<file path="src/rtl/sha.sv">
// Shared SHA definitions: algorithm select, message block layout and padding helpers.
package sha;

    typedef enum logic [2:0] {
        sha1   = 3'd0,
        sha224 = 3'd1,
        sha256 = 3'd2,
        sha384 = 3'd3,
        sha512 = 3'd4
    } mode_t;

    // Word 0 sits in the most significant bits so that w64[i] = {word 2i, word 2i+1}.
    // 512-bit blocks occupy words 0..15 and leave words 16..31 at zero.
    typedef union packed {
        logic [0:31][31:0] w32;
        logic [0:15][63:0] w64;
    } msg_t;

    localparam logic [7:0] PAD_MARKER = 8'h80;

    // Number of 32-bit words in one block for the given algorithm.
    function automatic logic [5:0] block_words(mode_t m);
        return (m == sha384 || m == sha512) ? 6'd32 : 6'd16;
    endfunction

    // Number of 32-bit words taken by the trailing bit-length field.
    function automatic logic [2:0] len_words(mode_t m);
        return (m == sha384 || m == sha512) ? 3'd4 : 3'd2;
    endfunction

endpackage

</file>
<file path="src/rtl/sha_padder.sv">
// FIPS 180-4 message padder: packs 32-bit big-endian beats into blocks,
// appends the 0x80 marker, zero fill and the big-endian bit length.
module sha_padder #(
    parameter int LEN_W = 64
) (
    input  logic        clk,
    input  logic        rstn,
    input  logic        in_valid,
    output logic        in_ready,
    input  logic [31:0] in_data,
    input  logic [2:0]  in_keep,
    input  logic        in_last,
    input  sha::mode_t  in_mode,
    output logic        out_valid,
    input  logic        out_ready,
    output sha::msg_t   out_msg,
    output sha::mode_t  out_mode,
    output logic        out_first,
    output logic        out_last
);
    import sha::*;

    typedef enum logic [1:0] {
        IDLE = 2'd0,
        FILL = 2'd1,
        PAD  = 2'd2,
        EMIT = 2'd3
    } state_t;

    state_t           state_q, state_d;
    logic [4:0]       widx_q, widx_d;
    logic [LEN_W-1:0] bitcnt_q, bitcnt_d;
    mode_t            mode_q, mode_d;
    msg_t             msg_q, msg_d;
    logic             first_q, first_d;
    logic             last_q, last_d;
    logic             seen_last_q, seen_last_d;
    logic             marker_q, marker_d;
    logic             spill_q, spill_d;

    mode_t            cur_mode;
    logic [5:0]       bw;
    logic [5:0]       len_start;
    logic [5:0]       widx_ext;
    logic             at_end;
    logic             in_len;
    logic [2:0]       keep_eff;
    logic             beat_marker;
    logic [31:0]      beat_word;
    logic [5:0]       beat_bits;
    logic [0:3][31:0] len_field;
    logic [31:0]      pad_word;

    // Keep the first nbytes bytes of a word, drop the marker right after them, zero the rest.
    function automatic logic [31:0] merge_marker(logic [31:0] w, logic [1:0] nbytes);
        logic [31:0] r;
        case (nbytes)
            2'd0:    r = {PAD_MARKER, 24'h000000};
            2'd1:    r = {w[31:24], PAD_MARKER, 16'h0000};
            2'd2:    r = {w[31:16], PAD_MARKER, 8'h00};
            default: r = {w[31:8], PAD_MARKER};
        endcase
        return r;
    endfunction

    // Block geometry for the active message and decode of the incoming beat.
    always_comb begin
        cur_mode    = (state_q == IDLE) ? in_mode : mode_q;
        bw          = block_words(cur_mode);
        len_start   = bw - {3'd0, len_words(cur_mode)};
        widx_ext    = {1'b0, widx_q};
        at_end      = (widx_ext == bw - 6'd1);
        in_len      = (widx_ext >= len_start);
        keep_eff    = (in_keep > 3'd4) ? 3'd4 : in_keep;
        beat_marker = in_last && (keep_eff != 3'd4);
        beat_word   = beat_marker ? merge_marker(in_data, keep_eff[1:0]) : in_data;
        beat_bits   = in_last ? {keep_eff, 3'b000} : 6'd32;
        len_field   = 128'(bitcnt_q);
    end

    // Next-state logic: fill words from the input, then pad, then hand the block off.
    always_comb begin
        state_d     = state_q;
        widx_d      = widx_q;
        bitcnt_d    = bitcnt_q;
        mode_d      = mode_q;
        msg_d       = msg_q;
        first_d     = first_q;
        last_d      = last_q;
        seen_last_d = seen_last_q;
        marker_d    = marker_q;
        spill_d     = spill_q;
        pad_word    = '0;

        case (state_q)
            IDLE, FILL: begin
                if (in_valid) begin
                    if (state_q == IDLE) begin
                        mode_d      = in_mode;
                        first_d     = 1'b1;
                        last_d      = 1'b0;
                        seen_last_d = 1'b0;
                        marker_d    = 1'b0;
                        spill_d     = 1'b0;
                        bitcnt_d    = LEN_W'(beat_bits);
                    end else begin
                        bitcnt_d    = bitcnt_q + LEN_W'(beat_bits);
                    end
                    msg_d.w32[widx_q] = beat_word;
                    widx_d = widx_q + 5'd1;
                    if (in_last) begin
                        seen_last_d = 1'b1;
                    end
                    // A marker landing inside the length field pushes the length into a new block.
                    if (beat_marker) begin
                        marker_d = 1'b1;
                        spill_d  = in_len;
                    end
                    if (at_end) begin
                        state_d = EMIT;
                    end else if (in_last) begin
                        state_d = PAD;
                    end else begin
                        state_d = FILL;
                    end
                end
            end
            PAD: begin
                if (!marker_q) begin
                    pad_word = {PAD_MARKER, 24'h000000};
                    marker_d = 1'b1;
                    spill_d  = in_len;
                end else if (in_len && !spill_q) begin
                    pad_word = len_field[widx_q[1:0]];
                end else begin
                    pad_word = '0;
                end
                msg_d.w32[widx_q] = pad_word;
                widx_d = widx_q + 5'd1;
                if (at_end) begin
                    state_d = EMIT;
                    last_d  = !spill_d;
                end
            end
            EMIT: begin
                if (out_ready) begin
                    first_d = 1'b0;
                    last_d  = 1'b0;
                    widx_d  = '0;
                    msg_d   = '0;
                    spill_d = 1'b0;
                    if (last_q) begin
                        state_d     = IDLE;
                        seen_last_d = 1'b0;
                        marker_d    = 1'b0;
                    end else if (seen_last_q) begin
                        state_d = PAD;
                    end else begin
                        state_d = FILL;
                    end
                end
            end
            default: state_d = IDLE;
        endcase
    end

    // State and block registers; reset discards any partial message.
    always_ff @(posedge clk or negedge rstn) begin
        if (!rstn) begin
            state_q     <= IDLE;
            widx_q      <= '0;
            bitcnt_q    <= '0;
            mode_q      <= sha1;
            msg_q       <= '0;
            first_q     <= 1'b0;
            last_q      <= 1'b0;
            seen_last_q <= 1'b0;
            marker_q    <= 1'b0;
            spill_q     <= 1'b0;
        end else begin
            state_q     <= state_d;
            widx_q      <= widx_d;
            bitcnt_q    <= bitcnt_d;
            mode_q      <= mode_d;
            msg_q       <= msg_d;
            first_q     <= first_d;
            last_q      <= last_d;
            seen_last_q <= seen_last_d;
            marker_q    <= marker_d;
            spill_q     <= spill_d;
        end
    end

    assign in_ready  = (state_q == IDLE) || (state_q == FILL);
    assign out_valid = (state_q == EMIT);
    assign out_msg   = msg_q;
    assign out_mode  = mode_q;
    assign out_first = first_q;
    assign out_last  = last_q;

endmodule

</file>
<file path="config.mk">
export PLATFORM = sky130hd
export DESIGN_NAME = sha_padder
export DESIGN_NICKNAME = d
export VERILOG_FILES = /design/src/rtl/sha.sv /design/src/rtl/sha_padder.sv
export SDC_FILE = /design/constraint.sdc
export NUM_CORES = 2
export LEC_CHECK = 0
export BUFFER_PORTS_ARGS = -buffer_cell sky130_fd_sc_hd__clkbuf_2
export CAP_MARGIN = 20
export CORE_AREA = 2 2 421 423
export DETAILED_ROUTE_END_ITERATION = 16
export DIE_AREA = 0 0 423 425
export GPL_TIMING_DRIVEN = 1
export SLEW_MARGIN = 15
export SYNTH_ARGS = -nofsm -noshare
export SYNTH_HDL_FRONTEND = slang
export SYNTH_SLANG_ARGS = --single-unit
</file>
<file path="constraint.sdc">
create_clock -name clk -period 7.2 [get_ports clk]
set_input_delay 1.44 -clock clk [delete_from_list [all_inputs] [get_ports clk]]
set_output_delay 1.44 -clock clk [all_outputs]
set_load 0.03 [all_outputs]
</file>
## Yosys cells after proc, flatten, opt, wreduce, memory -nomap -nowiden

Cells that the tools add are included.

- $add $sub $neg: 4
- Magnitude comparators: 5
- Eq/ne operators: 16
- Muxes and demuxes: 53
- Bitwise operators: 2
- Reduce and logical (&&, ||, !) cells: 19

Operators by type and width:

| cell | count |
|---|---|
| $pmux W1024 S3 | 1 |
| $bwmux W1024 | 2 |
| $mux W1024 | 2 |
| $mux W32 | 7 |
| $demux W32 S5 | 1 |
| $pmux W32 S3 | 1 |
| $add A64 B6 Y64 | 1 |
| $bmux W32 S2 | 1 |
| $mux W64 | 1 |
| $mux W1 | 16 |
| $pmux W5 S3 | 1 |
| $mux W2 | 7 |
| $mux W6 | 2 |
| $reduce_and A4 Y1 | 3 |
| $mux W5 | 2 |
| $mux W3 | 3 |
| $ne A3 B3 Y1 const B | 3 |
| $pmux W1 S3 | 3 |
| $eq A2 B2 Y1 const B | 3 |
| $eq A5 B6 Y1 | 1 |
| $ge A5 B6 Y1 | 1 |
| $ge A6 B6 Y1 const B | 1 |
| $lt A6 B1 Y1 const B | 1 |
| $ne A2 B2 Y1 const B | 3 |
| 22 further kinds | 32 |

- Flip-flop bits (word level): 1,103
- Input bits: 43
- Output and inout bits: 1,031
- Logic and storage cells: 109

## Longest topological paths before layout

- Depth in word-level cells: 13
- Depth in mapped cells: 14
- Gate-level depth less buffers: 10

## Worst setup path after synthesis

OpenSTA, ideal clock, no wires.

- Path type: input to register
- Start point: in in_last
- End point: reg bitcnt_q[38]
- Library setup time: 78 ps
- Arrival: 3,756 ps
- Required time: 7,122 ps
- Setup slack: 3,366 ps
- Cell stages on the path: 9
- Path buffers: 1
- Cell sequence: nor2b_1 inv_1 ha_1 o21ai_2 or4_1 buf_2 or4_4 or3_1 a21oi_1

- Word-level cells in the longest chain between the ends: 3

Ends and longest elaborated chain:

| element | line | source |
|---|---|---|
| from (decl) | sha_padder.sv:12 | `input logic in_last,` |
| $mux W6 | sha_padder.sv:77 | `beat_bits = in_last ? {keep_eff, 3'b000} : 6'd32;` |
| $add A64 B6 Y64 | sha_padder.sv:107 | `bitcnt_d = bitcnt_q + LEN_W'(beat_bits);` |
| $mux W64 | sha_padder.sv:98 | `if (state_q == IDLE) begin` |
| to (signal assigned) | sha_padder.sv:183 | `bitcnt_q <= bitcnt_d;` |
| to (decl) | sha_padder.sv:32 | `logic [LEN_W-1:0] bitcnt_q, bitcnt_d;` |

Every way passes these cells.
A chain may end at the register's enable or synchronous reset.

## Worst setup path after layout

- Start point: in in_mode[0]
- End point: reg msg_q, in the netlist out_msg[502]

- Word-level cells in the longest chain between the ends: 12
- Elaborated cells on any way between the ends: 14
- Classes of those cells: add/sub: 1; order compare: 1; eq/ne: 2; mux: 8; reduce/logical: 2

Ends and longest elaborated chain:

| element | line | source |
|---|---|---|
| from (decl) | sha_padder.sv:13 | `input sha::mode_t in_mode,` |
| $mux W3 * | n/a |  |
| $eq A3 B2 Y1 or $eq A3 B3 Y1 (tied branches) | sha.sv:23, sha.sv:28 |  |
| $logic_or A1 B1 Y1 * | sha.sv:23, sha.sv:28 |  |
| $mux W3 or $mux W6 (tied branches) | sha.sv:28, sha.sv:23 |  |
| $sub A6 B3 Y6 * | sha_padder.sv:70 | `len_start = bw - {3'd0, len_words(cur_mode)};` |
| $ge A5 B6 Y1 * | sha_padder.sv:73 | `in_len = (widx_ext >= len_start);` |
| $logic_and A1 B1 Y1 * | sha_padder.sv:133 | `end else if (in_len && !spill_q) begin` |
| $mux W32 * | sha_padder.sv:133 |  |
| $mux W32 * | sha_padder.sv:129 | `if (!marker_q) begin` |
| $mux W32 * | sha_padder.sv:95 | `case (state_q)` |
| $bwmux W1024 * | sha_padder.sv:138 | `msg_d.w32[widx_q] = pad_word;` |
| $pmux W1024 S3 * | sha_padder.sv:95 |  |
| to (signal assigned) | sha_padder.sv:185 | `msg_q <= msg_d;` |
| to (decl) | sha_padder.sv:34 | `msg_t msg_q, msg_d;` |

Mark *: on every way between the ends. The rest lies on a longest branch, timed or not. The select of a mux whose other input is x is not followed.

==> reports/results.md <==
| Step | Quantity | Reported |
|---|---|---|
| run status | Status | finished clean |
| sta | Worst Tran Pin Value | 1.12 ns |
| floorplanning | Core region area | 175000 sq um |
| worst setup path | Reg2reg setup slack | 2.87 ns |
| yosys | Flip-flop and latch count after synthesis | 1100 |
| worst setup path | Kind of end point of the critical path | flip-flop |
| worst setup path | Arrival time at the worst endpoint | 5.06 ns |
| sta | Final sum of negative setup slack | 0 ns |
| power | Leakage power total | 26.2 nW |
| floorplanning | Height of the chip | 425 um |
| worst setup path | Cell type of the slowest stage on the worst timing path | sky130_fd_sc_hd__a22oi_2 |
| worst setup path | Endpoint of the most critical register-to-register path | out_msg[502] |
| worst setup path | Peak per-stage delay on the critical path | 0.89 ns |
| yosys | Share of the synthesized area in the top cell type | 64.5% |
| drt | Number of vias per cell | 4.93 |
| finish | Sequential cell area | 27500 sq um |
| finish | Top library cells by usage in the layout, fill and taps aside | 1100 x sky130_fd_sc_hd__dfrtp_1, 1072 x sky130_fd_sc_hd__clkbuf_2, 1052 x sky130_fd_sc_hd__o21ai_0, 1018 x sky130_fd_sc_hd__nand3_1, 120 x sky130_fd_sc_hd__clkbuf_16 |
| finish | Non-filler instance count after layout | 7440 |
| worst setup path | Startpoint types | input pin |
| grt | Gr ovfl total | 0 |
| yosys | Average instance area after synthesis | 10.4 sq um |
| placement | HPWL Detailed | 122000 um |
| clock tree | Maximum count of clock buffers along a single path | 3 |
| yosys | Post-synth cell types | 59 |
| yosys | Number of cells produced by synthesis | 4102 |
| clock tree | Total of cells resized after clock tree synthesis | 0 |
| finish | Combined area of the multi-input logic cells | 13800 sq um |
| drt | Detailed-route wire length per cell | 24.6 um |
| yosys | Post-synthesis cell area | 42700 sq um |
| clock tree | Clock edge transition at the registers on the reported setup and hold paths | 0.06 ns |
| clock tree | Number of clock buffers inserted by TritonCTS | 119 |
| worst setup path | Cells on worst reg2reg path | 11 |
| floorplanning | Starting density of the core | 24.4% |
| placement | Placer's final routability congestion estimate | 0.881 |
| finish | Most common cell after layout, fill and taps aside | sky130_fd_sc_hd__dfrtp_1 |
| floorplanning | Total die area | 180000 sq um |
| clock tree | Cts hold-fix bufs | 0 |
| clock tree | TritonCTS clock tree | yes |
| drt | Count of TritonRoute iterations in the first routing pass | 5 |
| finish | Area growth from synthesis to layout | 28.8% |
| power | Worst vdd ir | 0.250 mV |
| sta | Finish-stage setup viols | 0 |
| yosys | Ys async rst share | 100% |
| yosys | Net count after synthesis | 4159 |
| yosys | Top cell type by total area after synthesis | sky130_fd_sc_hd__dfrtp_1 |
| worst setup path | End point of the critical path | out_msg[502] |
| sta | Final count of pins violating max slew | 0 |
| clock tree | Level count of the clock H-tree | 3 |
| worst setup path | Largest fanout of any net on the critical path | 22 |
| power | Power per Cell Area | 407 nW/um^2 |
| grt | Pin count of the biggest net entering global routing | 186 |
| worst setup path | Worst path depth | 13 |
| sta | RSZ-0062 raised after global routing | no |
| worst setup path | Start point of the critical path | in_mode[0] |
| yosys | Synth area leaders | sky130_fd_sc_hd__dfrtp_1 64%, sky130_fd_sc_hd__o21ai_0 12%, sky130_fd_sc_hd__nand3_1 12% |
| sta | Clock period minus worst slack | 4.46 ns |
| grt | First-pass GRT wire length | 257000 um |
| sta | Max-Slew Margin vs Limit | 25.7% |
| clock tree | CTS root buf | sky130_fd_sc_hd__clkbuf_16 |
| grt | Via count of the first global-routing pass | 34800 |
| clock tree | Clock Sink Count | 1100 |
| worst setup path | WP buf/inv | 3 |
| worst setup path | Family of cells with the greatest summed delay on the critical path | compound AO/OA/AOI/OAI gates |
| sta | Number of hold violations in the final report | 0 |
| worst setup path | WS Path Type | in2reg |
| sta | Clock skew | 0.0579 ns |
| floorplanning | # IOs | 1074 |
| yosys | Warnings, synthesis | 0 |
| sta | Peak clock frequency supported by timing | 224 MHz |
| clock tree | Post-CTS Setup Inserts | 0 |
| finish | Ratio of cells with drive above 1 in the final layout | 29.6% |
| grt | GR Util All Layers | 19.5% |
| placement | Number of buffers inserted by port buffering | 1073 |
| floorplanning | Row cnt | 154 |
| hold path | HP Class | reg2reg |
| yosys | Sequential-to-total area share from yosys stat | 64.5% |
| drt | Total Routed Length | 183000 um |
| grt | Number of antenna violations at the first check in global routing | 37 |
| worst setup path | Reg-to-reg startpoint | state_q[0] |
| job | # Max-Cap Violations | 0 |
| worst setup path | CP required | 7.80 ns |
| yosys | EDFF count, synth | 0 |
| drt | Final antenna-violating net count | 0 |
| drt | Number of DRC markers in iteration 0 | 3415 |
| floorplanning | Width of the chip | 423 um |
| drt | Drt drc | 0 |
| worst setup path | Series of cell instances along the critical path | clkbuf_2 > nor2_1 > nand2_1 > o211ai_1 > o21ai_0 > ha_1 > nor2b_1 > o21ai_1 > a2111oi_4 > buf_4 > a22oi_2 > buf_4 > o21ai_0 |
| yosys | Most instantiated flip-flop cell in the synthesis netlist | sky130_fd_sc_hd__dfrtp_1 |
| placement | Dpl cells | 7199 |
| clock tree | Clock insertion delay at the later pin of the skew report | 0.78 ns |
| finish | Layout fillers | 18300 |
| finish | Number of nets in the final layout | 5039 |
| sta | Share of the clock period used by the worst path after layout | 61.9% |
| drt | Number of vias after detailed routing | 36700 |
## flip-flops by register name, summed over array words and instances, names as in the netlist
signal       flops
out_msg       1024
bitcnt_q        61
widx_q           5
out_mode         3
state_q          2
marker_q         1
out_first        1
out_last         1
seen_last_q      1
spill_q          1
## stage by stage
| step | setup WS, ns | utilization [%] | hold slack, ns | cell area (sq um) | power (mW) |
|---|---|---|---|---|---|
| floorplan | 3.37 | - | 0.472 | 42700 | 12.3 |
| global placement | 1.88 | 28.9 | 0.460 | 50700 | 15.9 |
| detailed placement | 1.99 | 28.9 | 0.469 | 50700 | 16.0 |
| CTS | 2.83 | 31.3 | 0.483 | 54900 | 22.5 |
| global route | 2.55 | 31.3 | 0.507 | 55000 | 23.3 |
| finish | 2.74 | 31.4 | 0.479 | 55000 | 22.4 |
## metal layers
metal | wire length, um | track usage [%] | part of all wire (%)
met5 | 0 | 0 | 0
met4 | 9640 | 9.80 | 5.3
met3 | 13700 | 4.56 | 7.5
met2 | 86500 | 31.8 | 47
met1 | 72900 | 24.2 | 40
## cell type report
class	count	share of cell area, %
clock inverters	44	1.19
well taps	2340	5.32
clock buffers	179	6.50
diodes	16	0.0728
flip-flops and latches	1100	50.1
inverters	16	0.109
repair buffers	1194	11.6
multi-input cells	2551	25.1
## cells by family (layout without fill, tap and decap cells)
group,after synthesis,count (layout),share of synthesized area [%]
muxes,36,36,0.932
AOI/OAI and AO/OA,1159,1159,14.1
and+or+nand+nor,1308,1308,15.4
adders and majority gates,14,14,0.428
xor gates and xnor gates,34,34,0.697
DFF,1100,1100,64.5
other,0,16,0
buffers and inverters,451,1433,4.01
## worst reg2reg max path: stages (launching register included)
cell and delay (ns):
sky130_fd_sc_hd__dfrtp_1 0.39, sky130_fd_sc_hd__inv_1 0.08, sky130_fd_sc_hd__ha_1 0.24, sky130_fd_sc_hd__o21ai_0 0.48, sky130_fd_sc_hd__ha_1 0.34, sky130_fd_sc_hd__nor2b_1 0.14
sky130_fd_sc_hd__o21ai_1 0.41, sky130_fd_sc_hd__a2111oi_4 0.14, sky130_fd_sc_hd__buf_4 0.24, sky130_fd_sc_hd__a22oi_2 0.89, sky130_fd_sc_hd__buf_4 0.56, sky130_fd_sc_hd__o21ai_0 0.31
## worst min-delay path by stage
stage	cells after the start	slack, ns	end	startpoint
2_1_floorplan	2	0.47	bitcnt_q[3]	bitcnt_q[3]
3_3_place_gp	2	0.46	out_msg[876]	out_msg[876]
3_5_place_dp	2	0.47	out_msg[881]	out_msg[881]
4_1_cts	2	0.48	out_msg[881]	out_msg[881]
5_1_grt	2	0.51	out_first	out_first
6_report	2	0.48	out_msg[881]	out_msg[881]
## Yosys cell counts, types with 6 or more instances
cell / count
sky130_fd_sc_hd__clkbuf_1: 424
sky130_fd_sc_hd__nand2_1: 107
sky130_fd_sc_hd__nor4_1: 10
sky130_fd_sc_hd__ha_1: 13
sky130_fd_sc_hd__a22oi_1: 26
sky130_fd_sc_hd__inv_1: 16
sky130_fd_sc_hd__mux2i_1: 6
sky130_fd_sc_hd__nor2_1: 57
sky130_fd_sc_hd__o21ai_0: 1053
sky130_fd_sc_hd__or4_1: 10
sky130_fd_sc_hd__dfrtp_1: 1100
sky130_fd_sc_hd__nor3_1: 13
sky130_fd_sc_hd__o31ai_1: 8
sky130_fd_sc_hd__nand3_1: 1019
sky130_fd_sc_hd__a21oi_1: 33
sky130_fd_sc_hd__or3_1: 18
sky130_fd_sc_hd__o22ai_1: 6
sky130_fd_sc_hd__mux2_2: 30
sky130_fd_sc_hd__nand4_1: 26
sky130_fd_sc_hd__xor2_1: 19
sky130_fd_sc_hd__xnor2_1: 15
sky130_fd_sc_hd__and3_1: 11
sky130_fd_sc_hd__nor2b_1: 6
## power by group
group / internal [mW] / switching (mW) / total, mW / leakage, nW
Clock: 3.84 / 2.70 / 6.54 / 2.08
Sequential: 7.24 / 0.666 / 7.91 / 15.2
Combinational: 1.62 / 6.32 / 7.94 / 8.94
No activity file was read; power rests on OpenSTA's default activity.
